===== config.mk =====
export PLATFORM = sky130hd
export DESIGN_NAME = vedio_src_sched
export DESIGN_NICKNAME = d
export VERILOG_FILES = /design/src/rtl/vedio_src_sched.sv
export SDC_FILE = /design/constraint.sdc
export NUM_CORES = 1
export LEC_CHECK = 0
export CAP_MARGIN = 20
export CORE_MARGIN = 2
export CORE_UTILIZATION = 60
export DETAILED_ROUTE_END_ITERATION = 16
export DONT_BUFFER_PORTS = 1
export GPL_ROUTABILITY_DRIVEN = 0
export GPL_TIMING_DRIVEN = 0
export PLACE_DENSITY = 0.81
export SYNTH_ARGS = -nofsm -noshare
export SYNTH_HDL_FRONTEND = slang
export SYNTH_SLANG_ARGS = --single-unit

===== constraint.sdc =====
create_clock -name clk -period 4.15 [get_ports clk]
set_clock_uncertainty 0.2 [all_clocks]
set_input_delay 0.415 -clock clk [delete_from_list [all_inputs] [get_ports clk]]
set_output_delay 0.415 -clock clk [all_outputs]
set_load 0.005 [all_outputs]

===== src/rtl/vedio_src_sched.sv =====
// vedio_src_sched: frame-boundary scheduler driving a video source's image select
// Ports: clk/rst (sync, active-high); cfg_start/cfg_stop pulses; cfg_loop, cfg_first,
// cfg_last, cfg_nframes playlist config; src_vsync in; src_sel, sched_busy, sched_done,
// frame_tick, frame_cnt, sched_err out. Define VSRC_SCHED_WATCHDOG_EN for the vsync watchdog.
module vedio_src_sched #(
  parameter int SEL_W       = 4,
  parameter int FCNT_W      = 8,
  parameter bit VS_POL      = 1'b1,
  parameter int TIMEOUT_CYC = 2000000
) (
  input  logic              clk,
  input  logic              rst,
  input  logic              cfg_start,
  input  logic              cfg_stop,
  input  logic              cfg_loop,
  input  logic [SEL_W-1:0]  cfg_first,
  input  logic [SEL_W-1:0]  cfg_last,
  input  logic [FCNT_W-1:0] cfg_nframes,
  input  logic              src_vsync,
  output logic [SEL_W-1:0]  src_sel,
  output logic              sched_busy,
  output logic              sched_done,
  output logic              frame_tick,
  output logic [FCNT_W-1:0] frame_cnt,
  output logic              sched_err
);
  typedef enum logic [1:0] {IDLE, ARM, PLAY, DRAIN} state_t;
  state_t state, state_nx;
  logic vs_r, fs, timeout;
  logic loop_q, loop_nx, done_nx, tick_nx, err_nx;
  logic [SEL_W-1:0] first_q, first_nx, last_q, last_nx, sel_nx;
  logic [FCNT_W-1:0] nfr_q, nfr_nx, cnt_nx;
  assign fs = (src_vsync == VS_POL) && (vs_r != VS_POL);
  assign sched_busy = (state != IDLE);
`ifdef VSRC_SCHED_WATCHDOG_EN
  localparam int WD_W = $clog2(TIMEOUT_CYC + 1);
  logic [WD_W-1:0] wd_q;
  assign timeout = (state != IDLE) && !fs && (wd_q == WD_W'(TIMEOUT_CYC - 1));
  always_ff @(posedge clk) begin
    if (rst || state == IDLE || fs) wd_q <= '0;
    else wd_q <= wd_q + 1'b1;
  end
`else
  assign timeout = 1'b0;
`endif
  always_comb begin
    state_nx = state;
    sel_nx   = src_sel;
    cnt_nx   = frame_cnt;
    done_nx  = 1'b0;
    tick_nx  = 1'b0;
    err_nx   = sched_err;
    loop_nx  = loop_q;
    first_nx = first_q;
    last_nx  = last_q;
    nfr_nx   = nfr_q;
    case (state)
      IDLE: if (cfg_start) begin
        state_nx = ARM;
        loop_nx  = cfg_loop;
        first_nx = cfg_first;
        last_nx  = cfg_last;
        nfr_nx   = (cfg_nframes == '0) ? FCNT_W'(1) : cfg_nframes;
        sel_nx   = cfg_first;
        cnt_nx   = '0;
        err_nx   = 1'b0;
      end
      ARM: if (cfg_stop) begin
        state_nx = IDLE;
        done_nx  = 1'b1;
      end else if (fs) begin
        state_nx = PLAY;
        cnt_nx   = FCNT_W'(1);
        tick_nx  = 1'b1;
      end
      PLAY: if (fs) begin
        if (frame_cnt >= nfr_q && src_sel == last_q && !loop_q) begin
          state_nx = IDLE;
          done_nx  = 1'b1;
        end else begin
          state_nx = cfg_stop ? DRAIN : PLAY;
          tick_nx  = 1'b1;
          cnt_nx   = (frame_cnt < nfr_q) ? frame_cnt + 1'b1 : FCNT_W'(1);
          sel_nx   = (frame_cnt < nfr_q) ? src_sel : (src_sel != last_q) ? src_sel + 1'b1 : first_q;
        end
      end else if (cfg_stop) state_nx = DRAIN;
      DRAIN: if (fs) begin
        state_nx = IDLE;
        done_nx  = 1'b1;
      end
      default: state_nx = IDLE;
    endcase
    if (timeout) begin
      state_nx = IDLE;
      done_nx  = 1'b1;
      tick_nx  = 1'b0;
      err_nx   = 1'b1;
    end
  end
  always_ff @(posedge clk) begin
    if (rst) begin
      state      <= IDLE;
      vs_r       <= VS_POL;
      src_sel    <= '0;
      frame_cnt  <= '0;
      sched_done <= 1'b0;
      frame_tick <= 1'b0;
      sched_err  <= 1'b0;
      loop_q     <= 1'b0;
      first_q    <= '0;
      last_q     <= '0;
      nfr_q      <= FCNT_W'(1);
    end else begin
      state      <= state_nx;
      vs_r       <= src_vsync;
      src_sel    <= sel_nx;
      frame_cnt  <= cnt_nx;
      sched_done <= done_nx;
      frame_tick <= tick_nx;
      sched_err  <= err_nx;
      loop_q     <= loop_nx;
      first_q    <= first_nx;
      last_q     <= last_nx;
      nfr_q      <= nfr_nx;
    end
  end
endmodule


Word level (Yosys, flattened, before mapping)

Index checks and enable logic that the tools add are counted.

Register bits: 34
Logic and storage cells: 74
Output and inout bits: 16

Magnitude comparators: 2
Reductions and logical operators: 13
Add/subtract/negate cells: 2
Eq/ne operators: 14
Multiplexer cells: 32
Bitwise logic cells: 1

Operators with widths:

| cell                | number |
|---|---|
| $mux 8              | 7 |
| $pmux 8 s3          | 1 |
| $mux 4              | 5 |
| $mux 2              | 7 |
| $ne 2x2->1 const B  | 7 |
| $add 8x1->8 const B | 1 |
| $ge 8x8->1          | 1 |
| $logic_not 8->1     | 1 |
| $lt 8x8->1          | 1 |
| $mux 1              | 8 |
| $pmux 2 s4          | 1 |
| $pmux 4 s2          | 1 |
| $ne 3x3->1 const B  | 2 |
| $reduce_and 6->1    | 1 |
| $reduce_and 5->1    | 1 |
| $add 4x1->4 const B | 1 |
| $eq 2x2->1 const B  | 2 |
| $eq 4x4->1          | 1 |
| $ne 4x4->1          | 1 |
| $reduce_and 4->1    | 1 |
| $reduce_bool 2->1   | 2 |
| $logic_and 1x1->1   | 3 |
| $pmux 1 s3          | 1 |
| $reduce_bool 3->1   | 1 |
| other kinds (6)     | 6 |

Logic depth before layout (Yosys ltp)

Depth in word-level cells: 6
Gate-level depth with buffers: 9

Worst setup path after synthesis

OpenSTA, ideal clock, no wires.

Path type: register -> register
Start: register frame_cnt[1]
End: register src_sel[2]
Data arrival time: 1.891 ns
Clock period less this slack: 2.213 ns
Cell stages (with the launch flop): 8
Required time: 3.828 ns
Path slack: 1.937 ns
Library setup time: 0.122 ns
Path through: dfxtp_1 > ha_1 > nor2b_4 > o211ai_4 > a31oi_4 > o21a_4 > o21a_4 > o311a_1

Word-level cells in the longest chain between the ends: 5
Elaborated cells on any way between the ends: 7
Those cells by class: order compare (2); eq/ne (2); reduce/logical (3)

RTL lines:

| what                            | line | RTL |
|---|---|---|
| start: declaration              | 24   | `output logic [FCNT_W-1:0] frame_cnt,` |
| start signal: assignment        | 117  | `frame_cnt <= cnt_nx;` |
| $ge 8x8->1                      | 77   | `if (frame_cnt >= nfr_q && src_sel == last_q && !loop_q) begin` |
| $logic_and 1x1->1 (2 in series) | 77   |  |
| $ne 2x2->1 (no line)            | n/a  |  |
| $reduce_and 5->1 (no line) *    | n/a  |  |
| end signal: assignment          | 116  | `src_sel <= sel_nx;` |
| end: declaration                | 20   | `output logic [SEL_W-1:0] src_sel,` |

Every way passes the cells marked *; elsewhere a longest branch is shown, timed or not.
A chain may end at the register's enable or synchronous reset.

Worst setup path in the final report

Start: register frame_cnt[0]
End: register src_sel[0]

Same word-level chain as after synthesis.

==> flow_metrics.tcl <==
set metrics [dict create \
    synth_mux_area_frac 0.00979 \
    drt_wl_total_mm 4.67 \
    layout-drive-gt1-share 0.0855 \
    die_height_um 62.4 \
    fin_crit_ns 2.39 \
    power.leakage_uw 0.000888 \
    die_area_um2 3890 \
    cp_cell_sequence "inv_1 -> ha_1 -> nor2b_4 -> o211ai_4 -> a21oi_4 -> o211ai_2 -> o21a_4 -> o311a_1" \
    synthSimpleGateAreaFrac 0.233 \
    yosys-top-cells-area "dfxtp_1 (33%), ha_1 (8.6%), nand2_1 (7.5%)" \
    ant_nets 0 \
    slew_viol_final 0 \
    synthFlopType "dfxtp_1" \
    maxCapViolations 0 \
    clock.fmax_mhz 418 \
    holdPathEnd "last_q[3]" \
    syn_inst 250 \
    rsz0062_at_grt "false" \
    worst_slew_pin_slew_ns 0.523 \
    nets 304 \
    total_power_uw 800 \
    cts-root-buf "clkbuf_4" \
    async_flop_share 0 \
    overflow 0 \
    yosys_warnings 0 \
    synth_area_um2 2040 \
    crit_type "register to register" \
    synth_top_family_by_area "compound AO/OA/AOI/OAI gates" \
    cts_tree "done" \
    synth_compound_area_frac 0.258 \
    cts_inserted_buffers 5 \
    finalSetupViolations 0 \
    ys_seq_area_frac 0.333 \
    synth_top_area_cell "dfxtp_1" \
    dpl_cell_area_um2 2100 \
    synth_xor_xnor_area_share 0.0257 \
    hold_slack_ns 0.00695 \
    antenna_found_initial 0 \
    yosys.area_share.adder 0.0857 \
    clock_latency_ns 0.34 \
    min_from "cfg_last[3]" \
    hpwlAfterDp_mm 3.38 \
    drt_iter0_drc 154 \
    hold_viol 0 \
    dr.pass1.iters 4 \
    final_cell_area_um2 2270 \
    critPathMaxStageDelay_ns 0.46 \
    synthesis.nets 286 \
    synth_area_per_cell_um2 8.18 \
    viasPerCell 5.96 \
    first_global_vias 1895 \
    io_pins 38 \
    cts.repair.resized 0 \
    peakVddDrop_mv 0.225 \
    min_path_cells 2 \
    post-route-period-util 0.576 \
    num_antenna_cells 0 \
    fill_cells 312 \
    initial_core_util 0.618 \
    p_per_area_nw_per_um2 352 \
    cts_sinks 34 \
    rr_startpoint "frame_cnt[0]" \
    synth_seq_cells 34 \
    post-route-util 0.686 \
    rows 21 \
    synth.distinct_cells 48 \
    cp-start-kind "register" \
    required_ns 4.18 \
    synth_top_cell_area_share 0.333 \
    critPathArrivalTime_ns 2.42 \
    grt_pass1_wl_mm 8.29 \
    clk_pin_slew_ns 0.11 \
    relSlewSlack 0.651 \
    ff2ff_path_depth 8 \
    clockBufferDepth 2 \
    grtUsageTotal 0.264 \
    min_path_type "input port to register" \
    totalNegativeSetupSlack_ns 0 \
    outcome "complete, no violations" \
    htreeDepth 2 \
    area_growth_pct 11.1 \
    path_max_fanout 9 \
    final_cell_mix "nand2_1 (41), dfxtp_1 (34), a21oi_1 (28)" \
    end_kind "register" \
    io_buffers 0 \
    final_common_cell "nand2_1" \
    r2r_end "src_sel[0]" \
    die_w_um 62.4 \
    grt_max_degree 11 \
    core-area_um2 3310 \
    wl_per_cell_um 14.8 \
    synth_edf_count 0 \
    reg2reg_slack_ns 1.76 \
    vias 1878 \
    drc 0 \
    slowest_stage "dfxtp_1" \
]
==> cells by family (layout without fill, tap and decap cells) <==
| logic type | after synthesis | count (layout) |
|---|---|---|
| AOI/OAI and AO/OA | 71 | 71 |
| and+or+nand+nor | 95 | 95 |
| adders and majority gates | 14 | 14 |
| other | 1 | 1 |
| DFF | 34 | 34 |
| muxes | 2 | 2 |
| buffers and inverters | 27 | 46 |
| xor gates and xnor gates | 6 | 6 |
==> routing by layer <==
metal	track usage	wire [um]	vias to the layer above
met5	0	0	-
met4	0.0972	74	0
met3	0.0667	302	10
met2	0.436	2250	62
met1	0.337	2050	878
li1	-	-	928
==> registers in the layout, summed over array words and instances, names as in the netlist <==
name and cells:
frame_tick 1, sched_done 1, loop_q 1, src_sel 4, frame_cnt 8, nfr_q 8
last_q 4, state 2, vs_r 1, first_q 4
==> repair_timing <==
| item | CTS | global route |
|---|---|---|
| hold endpoints to repair | 11 | 0 |
| setup endpoints to repair | 0 | 0 |
| buffers inserted | 0 | 0 |
| hold buffers | 11 | 0 |
==> worst max-delay path: cells and delay by family, from the launching register on <==
kind	cells	cell delay [ns]
fa+ha+maj	1	0.25
simple gates	1	0.13
buf+inv	1	0.10
flops	1	0.46
compound gates	5	1.13
==> worst max-delay path by stage <==
| stage | cells after the start | to | startpoint | slack [ns] |
|---|---|---|---|---|
| 3_5_place_dp | 7 | src_sel[0] | frame_cnt[1] | 1.80 |
| 5_1_grt | 8 | frame_cnt[2] | state[1] | 1.61 |
| 3_3_place_gp | 7 | src_sel[2] | frame_cnt[1] | 1.80 |
| 4_1_cts | 7 | src_sel[0] | frame_cnt[1] | 1.78 |
| 6_report | 8 | src_sel[0] | frame_cnt[0] | 1.76 |
| 2_1_floorplan | 7 | src_sel[2] | frame_cnt[1] | 1.94 |
==> report_power, final <==
group          internal [uW]  total [uW]  switching [uW]  leakage [uW]
sequential               351         373            22.3      0.000278
clock                   82.1         196             114     0.0000353
combinational           88.8         231             142      0.000574
==> synthesized netlist by cell type, drive strengths merged, types with 5 or more instances <==
| master | count |
|---|---|
| xnor2 | 6 |
| nor2b | 9 |
| ha | 14 |
| o21ai | 8 |
| a211oi | 6 |
| o211ai | 7 |
| nor3 | 5 |
| and3 | 5 |
| a21oi | 30 |
| clkbuf | 8 |
| dfxtp | 34 |
| nand4 | 8 |
| nor2 | 10 |
| nand2 | 41 |
| o31ai | 5 |
| nand3 | 7 |
| inv | 16 |
==> stage by stage <==
| step | setup WS, ns | std cells |
|---|---|---|
| finish | 1.76 | 315 |
| global placement | 1.80 | 296 |
| detailed placement | 1.80 | 296 |
| global route | 1.61 | 315 |
| CTS | 1.78 | 315 |
| floorplan | 1.94 | 250 |
==> cell type report <==
| class | instances | area, um2 | area share |
|---|---|---|---|
| Tap cell | 46 | 57.6 | 0.0253 |
| Clock buffer | 7 | 55.1 | 0.0242 |
| Timing Repair Buffer | 11 | 110 | 0.0485 |
| Sequential cell | 34 | 681 | 0.300 |
| Buffer | 11 | 48.8 | 0.0215 |
| Inverter | 16 | 60.1 | 0.0264 |
| Clock inverter | 1 | 5.00 | 0.00220 |
| Multi-Input combinational cell | 189 | 1250 | 0.552 |
Note: power is estimated with default switching activity, not from simulation.
